`config.mk`:
```
export PLATFORM = sky130hd
export DESIGN_NAME = pong_game_ctrl_flat
export DESIGN_NICKNAME = d
export VERILOG_FILES = /design/src/rtl/pong_pkg.sv /design/src/rtl/pong_game_ctrl_if.sv /design/src/rtl/pong_frame_timer.sv /design/src/rtl/pong_game_ctrl.sv /design/src/flat_wrapper.sv
export SDC_FILE = /design/constraint.sdc
export NUM_CORES = 1
export LEC_CHECK = 0
export ABC_AREA = 1
export BUFFER_PORTS_ARGS = -buffer_cell sky130_fd_sc_hd__buf_2
export CORE_MARGIN = 4
export CORE_UTILIZATION = 25
export CTS_BUF_LIST = sky130_fd_sc_hd__clkbuf_16
export DETAILED_ROUTE_END_ITERATION = 8
export GPL_TIMING_DRIVEN = 0
export PLACE_DENSITY_LB_ADDON = 0.3
export SLEW_MARGIN = 20
export SYNTH_ARGS = -nofsm -noshare
export SYNTH_HDL_FRONTEND = slang
export SYNTH_SLANG_ARGS = --single-unit
```
`constraint.sdc`:
```
create_clock -name clk -period 1.45 [get_ports clk]
set_input_delay 0.29 -clock clk [delete_from_list [all_inputs] [get_ports clk]]
set_output_delay 0.29 -clock clk [all_outputs]
set_load 0.02 [all_outputs]
```
`src/rtl/pong_pkg.sv`:
```
// Shared constants for the pong game sequencer: state codes and default game/timer sizing.
package pong_pkg;

    localparam logic [1:0] ST_NEWGAME = 2'b00;
    localparam logic [1:0] ST_PLAY    = 2'b01;
    localparam logic [1:0] ST_NEWBALL = 2'b10;
    localparam logic [1:0] ST_OVER    = 2'b11;

    localparam int LIVES       = 3;
    localparam int TIMER_TICKS = 120;
    localparam int TIMER_W     = 7;

endpackage

```
`src/rtl/pong_game_ctrl_if.sv`:
```
// Event/control bundle between the graphics unit and the game sequencer.
interface pong_game_ctrl_if;

    logic       refr_tick;
    logic [1:0] btn;
    logic       hit;
    logic       miss;
    logic       pause_btn;
    logic       gra_still;
    logic       ball_reload;
    logic       d_inc;
    logic       d_clr;
    logic [1:0] lives;
    logic [1:0] state;
    logic       paused;

    modport master (
        output refr_tick, btn, hit, miss, pause_btn,
        input  gra_still, ball_reload, d_inc, d_clr, lives, state, paused
    );

    modport slave (
        input  refr_tick, btn, hit, miss, pause_btn,
        output gra_still, ball_reload, d_inc, d_clr, lives, state, paused
    );

endinterface

```
`src/rtl/pong_frame_timer.sv`:
```
// Loadable frame-delay down-counter; decrements once per refresh tick and saturates at zero.
module pong_frame_timer
    import pong_pkg::*;
#(
    parameter int P_TICKS = TIMER_TICKS,
    parameter int P_W     = TIMER_W
) (
    input  logic clk,
    input  logic rst_n,
    input  logic i_load,
    input  logic i_refr_tick,
    output logic o_timer_up
);

    logic [P_W-1:0] r_count;

    // A load takes priority over a same-cycle refresh tick.
    always_ff @(posedge clk or negedge rst_n) begin
        if (!rst_n)
            r_count <= '0;
        else if (i_load)
            r_count <= P_W'(P_TICKS);
        else if (i_refr_tick && (r_count != '0))
            r_count <= r_count - 1'b1;
    end

    assign o_timer_up = (r_count == '0);

endmodule

```
`src/rtl/pong_game_ctrl.sv`:
```
// Pong game sequencer: new game / play / new ball / game over, lives and score pulses.
// Optional pause feature is enabled by defining PONG_PAUSE_EN.
module pong_game_ctrl
    import pong_pkg::*;
#(
    parameter int P_LIVES = LIVES,
    parameter int P_TICKS = TIMER_TICKS,
    parameter int P_W     = TIMER_W
) (
    input  logic             clk,
    input  logic             rst_n,
    pong_game_ctrl_if.slave  bus
);

    logic [1:0] r_state, w_state_nx;
    logic [1:0] r_lives, w_lives_nx;
    logic       r_gra_still, w_gra_still_nx;
    logic       r_ball_reload, w_ball_reload_nx;
    logic       r_d_inc, w_d_inc_nx;
    logic       r_d_clr, w_d_clr_nx;
    logic       r_paused, w_paused_nx;
    logic       w_pause_edge;
    logic       w_load;
    logic       w_timer_up;
    logic       w_btn_any;

    assign w_btn_any = |bus.btn;

`ifdef PONG_PAUSE_EN
    logic r_pause_prev;
    always_ff @(posedge clk or negedge rst_n) begin
        if (!rst_n) r_pause_prev <= 1'b0;
        else        r_pause_prev <= bus.pause_btn;
    end
    assign w_pause_edge = bus.pause_btn & ~r_pause_prev;
`else
    assign w_pause_edge = 1'b0;
`endif

    pong_frame_timer #(.P_TICKS(P_TICKS), .P_W(P_W)) u_timer (
        .clk         (clk),
        .rst_n       (rst_n),
        .i_load      (w_load),
        .i_refr_tick (bus.refr_tick & ~r_paused),
        .o_timer_up  (w_timer_up)
    );

    always_comb begin
        w_state_nx       = r_state;
        w_lives_nx       = r_lives;
        w_ball_reload_nx = 1'b0;
        w_d_inc_nx       = 1'b0;
        w_d_clr_nx       = 1'b0;
        w_load           = 1'b0;
        w_paused_nx      = r_paused;
        case (r_state)
            ST_NEWGAME: begin
                w_lives_nx = 2'(P_LIVES);
                if (w_btn_any) begin
                    w_state_nx       = ST_PLAY;
                    w_ball_reload_nx = 1'b1;
                    w_d_clr_nx       = 1'b1;
                end
            end
            ST_PLAY: begin
                if (w_pause_edge)
                    w_paused_nx = ~r_paused;
                // Miss outranks hit; both are ignored while paused.
                if (!r_paused) begin
                    if (bus.miss) begin
                        w_load = 1'b1;
                        if (r_lives > 2'd1) begin
                            w_lives_nx = r_lives - 2'd1;
                            w_state_nx = ST_NEWBALL;
                        end else begin
                            w_lives_nx = 2'd0;
                            w_state_nx = ST_OVER;
                        end
                    end else if (bus.hit) begin
                        w_d_inc_nx = 1'b1;
                    end
                end
            end
            ST_NEWBALL: begin
                if (w_timer_up && w_btn_any) begin
                    w_state_nx       = ST_PLAY;
                    w_ball_reload_nx = 1'b1;
                end
            end
            default: begin
                if (w_timer_up) begin
                    w_state_nx = ST_NEWGAME;
                    w_lives_nx = 2'(P_LIVES);
                end
            end
        endcase
        if (w_state_nx != ST_PLAY)
            w_paused_nx = 1'b0;
        w_gra_still_nx = (w_state_nx != ST_PLAY) | w_paused_nx;
    end

    always_ff @(posedge clk or negedge rst_n) begin
        if (!rst_n) begin
            r_state       <= ST_NEWGAME;
            r_lives       <= 2'(P_LIVES);
            r_gra_still   <= 1'b1;
            r_ball_reload <= 1'b0;
            r_d_inc       <= 1'b0;
            r_d_clr       <= 1'b0;
            r_paused      <= 1'b0;
        end else begin
            r_state       <= w_state_nx;
            r_lives       <= w_lives_nx;
            r_gra_still   <= w_gra_still_nx;
            r_ball_reload <= w_ball_reload_nx;
            r_d_inc       <= w_d_inc_nx;
            r_d_clr       <= w_d_clr_nx;
            r_paused      <= w_paused_nx;
        end
    end

    assign bus.state       = r_state;
    assign bus.lives       = r_lives;
    assign bus.gra_still   = r_gra_still;
    assign bus.ball_reload = r_ball_reload;
    assign bus.d_inc       = r_d_inc;
    assign bus.d_clr       = r_d_clr;
    assign bus.paused      = r_paused;

endmodule

```
`src/flat_wrapper.sv`:
```
// flat-port wrapper written by rule: the top's interface ports become plain ports
module pong_game_ctrl_flat import pong_pkg::*;
#(
    parameter int P_LIVES = LIVES,
    parameter int P_TICKS = TIMER_TICKS,
    parameter int P_W     = TIMER_W
)
  (clk, rst_n, bus_refr_tick, bus_btn, bus_hit, bus_miss, bus_pause_btn, bus_gra_still, bus_ball_reload, bus_d_inc, bus_d_clr, bus_lives, bus_state, bus_paused);
  pong_game_ctrl_if bus_i ();
  input  logic clk;
  input  logic rst_n;
  input wire logic [$bits(bus_i.refr_tick)-1:0] bus_refr_tick;
  input wire logic [$bits(bus_i.btn)-1:0] bus_btn;
  input wire logic [$bits(bus_i.hit)-1:0] bus_hit;
  input wire logic [$bits(bus_i.miss)-1:0] bus_miss;
  input wire logic [$bits(bus_i.pause_btn)-1:0] bus_pause_btn;
  output wire logic [$bits(bus_i.gra_still)-1:0] bus_gra_still;
  output wire logic [$bits(bus_i.ball_reload)-1:0] bus_ball_reload;
  output wire logic [$bits(bus_i.d_inc)-1:0] bus_d_inc;
  output wire logic [$bits(bus_i.d_clr)-1:0] bus_d_clr;
  output wire logic [$bits(bus_i.lives)-1:0] bus_lives;
  output wire logic [$bits(bus_i.state)-1:0] bus_state;
  output wire logic [$bits(bus_i.paused)-1:0] bus_paused;
  assign bus_i.refr_tick = bus_refr_tick;
  assign bus_i.btn = bus_btn;
  assign bus_i.hit = bus_hit;
  assign bus_i.miss = bus_miss;
  assign bus_i.pause_btn = bus_pause_btn;
  assign bus_gra_still = bus_i.gra_still;
  assign bus_ball_reload = bus_i.ball_reload;
  assign bus_d_inc = bus_i.d_inc;
  assign bus_d_clr = bus_i.d_clr;
  assign bus_lives = bus_i.lives;
  assign bus_state = bus_i.state;
  assign bus_paused = bus_i.paused;
  pong_game_ctrl #(.P_LIVES(P_LIVES), .P_TICKS(P_TICKS), .P_W(P_W)) u_core (.clk(clk), .rst_n(rst_n), .bus(bus_i));
endmodule
```
==> flow_summary.toml, run 1 <==
[pwr]
power_mw = 2.24
ir_drop_uv = 829
p_leak_nw = 0.552
power_density_nw_per_um2 = 2020

[synth]
yosysSeqAreaShare_pct = 50.2
synth.net_count = 108
syn_area_per_cell_um2 = 8.13
synth_cell_type_count = 21
syn_inst = 99
yosysWarnings = 0
synth-seq-cells = 16
syn_area_um2 = 805

[route]
first_pass_iters = 2
avgViaCountPerCell = 4.31
drtIter0Drc = 16
route.detailed.drc = 0
wl_per_cell_um = 10.6
ant_nets = 0
num_vias = 719
routed_wl_mm = 1.77

[placed_design]
io_buffers = 15
hpwl_mm = 1.25
dpl_cell_area_um2 = 935
routabilityCongestion = 0.781

[cells_and_area]
drive_above_1_share_pct = 34.1
multi_input_area_um2 = 383
final_core_util_pct = 35.9
post-route-cell-area_um2 = 1110
layout.nets = 133
seq_area_um2 = 404
area_delta_synth_final_pct = 37.5
n_fill_cell = 330
n_antenna_cell = 0

[setup_path]
startpoint_type = "flip-flop"
worst_setup_path_end_kind = "flip-flop"
path_max_fanout = 4
critPathArrivalTime_ns = 1.57
crit_type = "reg2reg"
crit_required_ns = 1.63

[global_route]
grt_max_degree = 17
grt_antenna_before_repair = 0
first_global_vias = 733
grt_pass1_wl_mm = 3.16
grt_remaining_overflow = 0
grt_usage_pct = 9.63

[min_path]
hold_class = "in2reg"

[sta]
fin_hold_ws_ns = 0.274
timing.final.crit_share_pct = 96.2
drv_slew = 0
hold_violations = 0
finalClockSkew_ns = 0.00187
fmax_ghz = 0.717
fin_crit_ns = 1.39
setup_viol = 0
slew_headroom_pct = 75.5
rsz0062_at_grt = "yes"
worst_pin_slew_ns = 0.367

[floorplan]
rows = 20
start_util_pct = 26.1
die_w_um = 64.7
ios = 17
die_h_um = 64.7
core_area_um2 = 3080
dieArea_um2 = 4190

[clock_tree]
cts_made_buffers = 3
root_buffer = "clkbuf_16"
cts.sinks = 16
cts_tree = "done"
htreeDepth = 1
clk_pin_slew_worst_paths_ns = 0.05
clock_tree.buffer_depth = 2
insertion_delay_ns = 0.25

[run]
drv_cap = 0

[run_status]
status = "complete, no violations"
## state kept, by name, summed over array words and instances, names as in the netlist
name                    cells
u_core.bus.ball_reload      1
u_core.bus.d_clr            1
u_core.bus.d_inc            1
u_core.bus.gra_still        1
u_core.bus.lives            2
u_core.bus.paused           1
u_core.bus.state            2
u_core.u_timer.r_count      7
## path summary, 6_finish.rpt
kind | slack (ns) | end | cells past startpoint | from
worst max register to register | 0.06 | u_core.bus.lives[0]$_DFFE_PN1P_ | 8 | u_core.u_timer.r_count[1]$_DFFE_PN0P_
worst min register to register | 0.50 | u_core.bus.lives[0]$_DFFE_PN1P_ | 2 | u_core.bus.lives[0]$_DFFE_PN1P_
worst min-delay path | 0.27 | u_core.bus.d_inc$_DFF_PN0_ | 3 | bus_hit
worst max-delay path | 0.06 | u_core.bus.lives[0]$_DFFE_PN1P_ | 8 | u_core.u_timer.r_count[1]$_DFFE_PN0P_
min in group asynchronous | 0.49 | u_core.bus.ball_reload$_DFF_PN0_ | 2 | rst_n
max in group asynchronous | 0.66 | u_core.bus.lives[0]$_DFFE_PN1P_ | 2 | rst_n
## synthesized netlist by cell type, drive strengths merged
master	number	area [um2]
nand3	10	55.1
nand4	1	6.26
nand3b	1	7.51
nor2	14	60.1
inv	18	67.6
o21ai	10	50.1
o22ai	1	6.26
dfrtp	13	325
a21oi	3	18.8
a31oi	1	6.26
dfstp	3	78.8
xor2	1	8.76
nand2	19	86.3
nor3	3	15.0
ha	1	12.5
## worst max-delay path: stages (launching register included)
cell and delay (ns):
dfrtp_1 0.38, inv_2 0.08, ha_4 0.16, inv_4 0.04, nor2_4 0.11, nand3_4 0.12
nand2_4 0.11, nand3b_1 0.15, o21ai_1 0.17
## timing repair
action / CTS / global route
gates resized for setup: 5 / 10
buffers inserted: 1 / 3
cloned: 0 / 0
hold buffers: 1 / 0
setup endpoints to repair: 6 / 13
pin swaps: 1 / 6
endpoints found under the hold margin: 13 / 0
## area by class of cell
cell class,instances,area share (%)
sequential,16,36.5
multi-input combinational,65,34.6
timing repair buffer,20,10.4
clock buffer,3,6.79
inverter,18,6.33
tap,44,4.98
clock inverter,1,0.339
## per-stage QoR
stage                     worst slack [ns]  std cells  TNS (ns)
after global routing               -0.0538        167    -0.191
after floorplan                     0.0894         99         0
after CTS                           0.0170        164         0
final                               0.0556        167         0
after detailed placement           -0.0950        158    -0.176
after global placement             -0.0728        158    -0.123
## where the power goes
part / internal [mW] / switching [mW] / total, mW / leakage [nW]
registers: 0.630 / 0.168 / 0.799 / 0.191
logic: 0.363 / 0.524 / 0.887 / 0.322
clock network: 0.367 / 0.186 / 0.553 / 0.0385
total: 1.36 / 0.878 / 2.24 / 0.552
## routing by layer
| layer | vias up | global-route usage (%) | wire [um] | share of wire [%] |
|---|---|---|---|---|
| li1 | 363 | - | - | - |
| met1 | 338 | 11.8 | 795 | 45 |
| met2 | 13 | 15.1 | 858 | 48 |
| met3 | 5 | 3.12 | 76 | 4.3 |
| met4 | 0 | 4.75 | 41 | 2.3 |
| met5 | - | 0 | 0 | 0 |
## kinds of logic after synthesis
logic type	after synthesis	synth area share, %
flip-flops	16	50.2
AO/OA/AOI/OAI	15	10.1
AND/OR/NAND/NOR	48	28.6
buffers and inverters	18	8.40
XOR/XNOR	1	1.09
adder cells (fa/ha/maj)	1	1.55
## layout by cell type, fill, tap and decap left out
cell           netlist  layout
ha_4                 0       1
nand3b_1             1       1
inv_2                0       2
inv_1               18      15
a31oi_1              1       1
buf_2                0      15
dfstp_2              3       3
nand2_1             15      12
nor3_1               3       3
a21oi_1              2       2
nand2_2              3       3
inv_4                0       1
dlygate4sd3_1        0       1
xor2_1               1       1
a21oi_2              1       1
nor2_1              11      10
nand3_4              0       1
nand4_1              1       1
dfrtp_1             13      13
buf_4                0       4
clkbuf_16            0       3
nand2_4              1       4
o21ai_1              4       4
clkinv_1             0       1
o21ai_0              6       6
nor2_4               0       1
o22ai_1              1       1
nor2_2               3       3
nand3_1              9       9
Note: power is estimated with default switching activity, not from simulation.
==> run 2: changes to the inputs <==
Settings changed: CORE_ASPECT_RATIO set to 0.9.
==> flow_summary.toml, run 2 (synthesis gave the netlist of run 1 again) <==
[placed_design]
routabilityCongestion = 0.769
dp_cells = 156
io_buffers = 15
hpwl_mm = 1.22

[floorplan]
ios = 17
die_w_um = 67.8
die_h_um = 61.8
start_util_pct = 26.2
core_area_um2 = 3070
dieArea_um2 = 4190
rows = 19

[pwr]
p_switching_mw = 0.869
ir_drop_uv = 872
sw_frac_of_total_pct = 38.7
power_mw = 2.24
combinationalPowerShare_pct = 40.4
power_frac_clock_pct = 23.9
p_leak_nw = 0.563
p_int_mw = 1.38
power_density_nw_per_um2 = 2000
pwr-share-seq_pct = 35.6

[sta]
setup_viol = 0
drv_slew = 0
hold_violations = 0
timing.final.crit_share_pct = 95.8
slew_headroom_pct = 75.9
fmax_ghz = 0.720
rsz0062_at_grt = "yes"
worst_pin_slew_ns = 0.361
fin_crit_ns = 1.39
finalClockSkew_ns = 0.00282

[global_route]
grt_antenna_before_repair = 0
grt_max_degree = 17
grt_remaining_overflow = 0
first_global_vias = 656
grt_pass1_wl_mm = 2.77
grt_usage_pct = 8.95

[cells_and_area]
largest_register_ffs = 7
final_cell_mix = "15 x inv_1, 15 x buf_2, 13 x dfrtp_1"
n_fill_cell = 310
area_delta_synth_final_pct = 39.5
multi_input_area_um2 = 387
top_register = "u_core.u_timer.r_count"
drive_above_1_share_pct = 36.0
final_cells = 167
layout.nets = 135
n_antenna_cell = 0
seq_area_um2 = 404

[min_path]
hold_class = "in2reg"

[setup_path]
cp_top_family = "simple AND/OR/NAND/NOR gates"
crit_required_ns = 1.63
startpoint_type = "flip-flop"
worst_setup_path_end_kind = "flip-flop"
crit_type = "reg2reg"
reg2reg_slack_ns = 0.06
critPathMaxStageDelay_ns = 0.38
critPathSlowestCell = "dfrtp_1"
path_max_fanout = 4
critPathArrivalTime_ns = 1.57
path_cells = "inv_2 -> ha_4 -> inv_4 -> nor2_4 -> nand3_4 -> nand2_4 -> nand3b_1 -> o21ai_1"
crit_buf_inv = 2

[clock_tree]
clk_pin_slew_worst_paths_ns = 0.05
clock_tree.buffer_depth = 2
cts.sinks = 16
insertion_delay_ns = 0.24
cts_made_buffers = 3
cts_tree = "done"
root_buffer = "clkbuf_16"
htreeDepth = 1

[route]
first_pass_iters = 4
num_vias = 741
ant_nets = 0
drtIter0Drc = 27
avgViaCountPerCell = 4.44
routed_wl_mm = 1.74
wl_per_cell_um = 10.4
route.detailed.drc = 0

[run_status]
status = "complete, no violations"

[run]
drv_cap = 0
run 2: cell types whose count changed in the layout (fill, tap and decap cells not counted), sizes merged:
| cell | before | now |
|---|---|---|
| buf | 19 | 21 |
run 2: per-layer routing:
metal | wire length [um] | track usage [%]
met2 | 861 | 16.2
met1 | 775 | 9.83
met5 | 0 | 0
met3 | 105 | 4.50
met4 | 0 | 0.850
run 2: metrics by stage:
stage	setup WS, ns	area, um2	hold slack (ns)	utilization [%]	setup TNS [ns]
finish	0.0606	1120	0.304	36.6	0
global route	-0.0280	1120	0.307	36.6	-0.0912
CTS	0.00381	1070	0.288	34.8	0
detailed placement	-0.100	932	0.229	30.4	-0.220
global placement	-0.0781	932	0.224	30.4	-0.135
floorplan	0.0894	805	-0.00559	-	0
run 2: timing repair:
item                                   4_1_cts  5_1_grt
pin swaps                                    2        7
resized for setup                            6       11
setup buffers                                3        3
setup endpoints to repair                   11       12
hold buffers                                 1        0
endpoints found under the hold margin       13        0
run 2: path summary, 6_finish.rpt:
kind                                                   end                                   from  cells after the start
setup / recovery           u_core.bus.lives[0]$_DFFE_PN1P_  u_core.u_timer.r_count[1]$_DFFE_PN0P_                      8
hold / removal                  u_core.bus.d_inc$_DFF_PN0_                                bus_hit                      3
setup reg to reg           u_core.bus.lives[0]$_DFFE_PN1P_  u_core.u_timer.r_count[1]$_DFFE_PN0P_                      8
hold reg to reg            u_core.bus.lives[0]$_DFFE_PN1P_        u_core.bus.lives[0]$_DFFE_PN1P_                      2
max in group asynchronous   u_core.bus.gra_still$_DFF_PN1_                                  rst_n                      2
min in group asynchronous       u_core.bus.d_clr$_DFF_PN0_                                  rst_n                      2
run 2: area by class of cell:
class,instances,area share [%]
Clock buffer,3,6.69
Inverter,18,6.24
Timing Repair Buffer,22,11.6
Sequential cell,16,36.0
Tap cell,42,4.68
Multi-Input combinational cell,65,34.4
Clock inverter,1,0.334
run 2: worst min-delay path, stage by stage:
cell and delay [ns]:
buf_2 0.10, nand3_1 0.08, nor2_1 0.05
run 2: power by group through the flow:
stage	logic [mW]	registers [mW]	clock network (mW)
2_1_floorplan	0.468	0.838	0
3_3_place_gp	0.691	0.783	0
3_5_place_dp	0.703	0.790	0
4_1_cts	0.785	0.789	0.553
5_1_grt	1.01	0.821	0.578
6_report	0.908	0.800	0.537
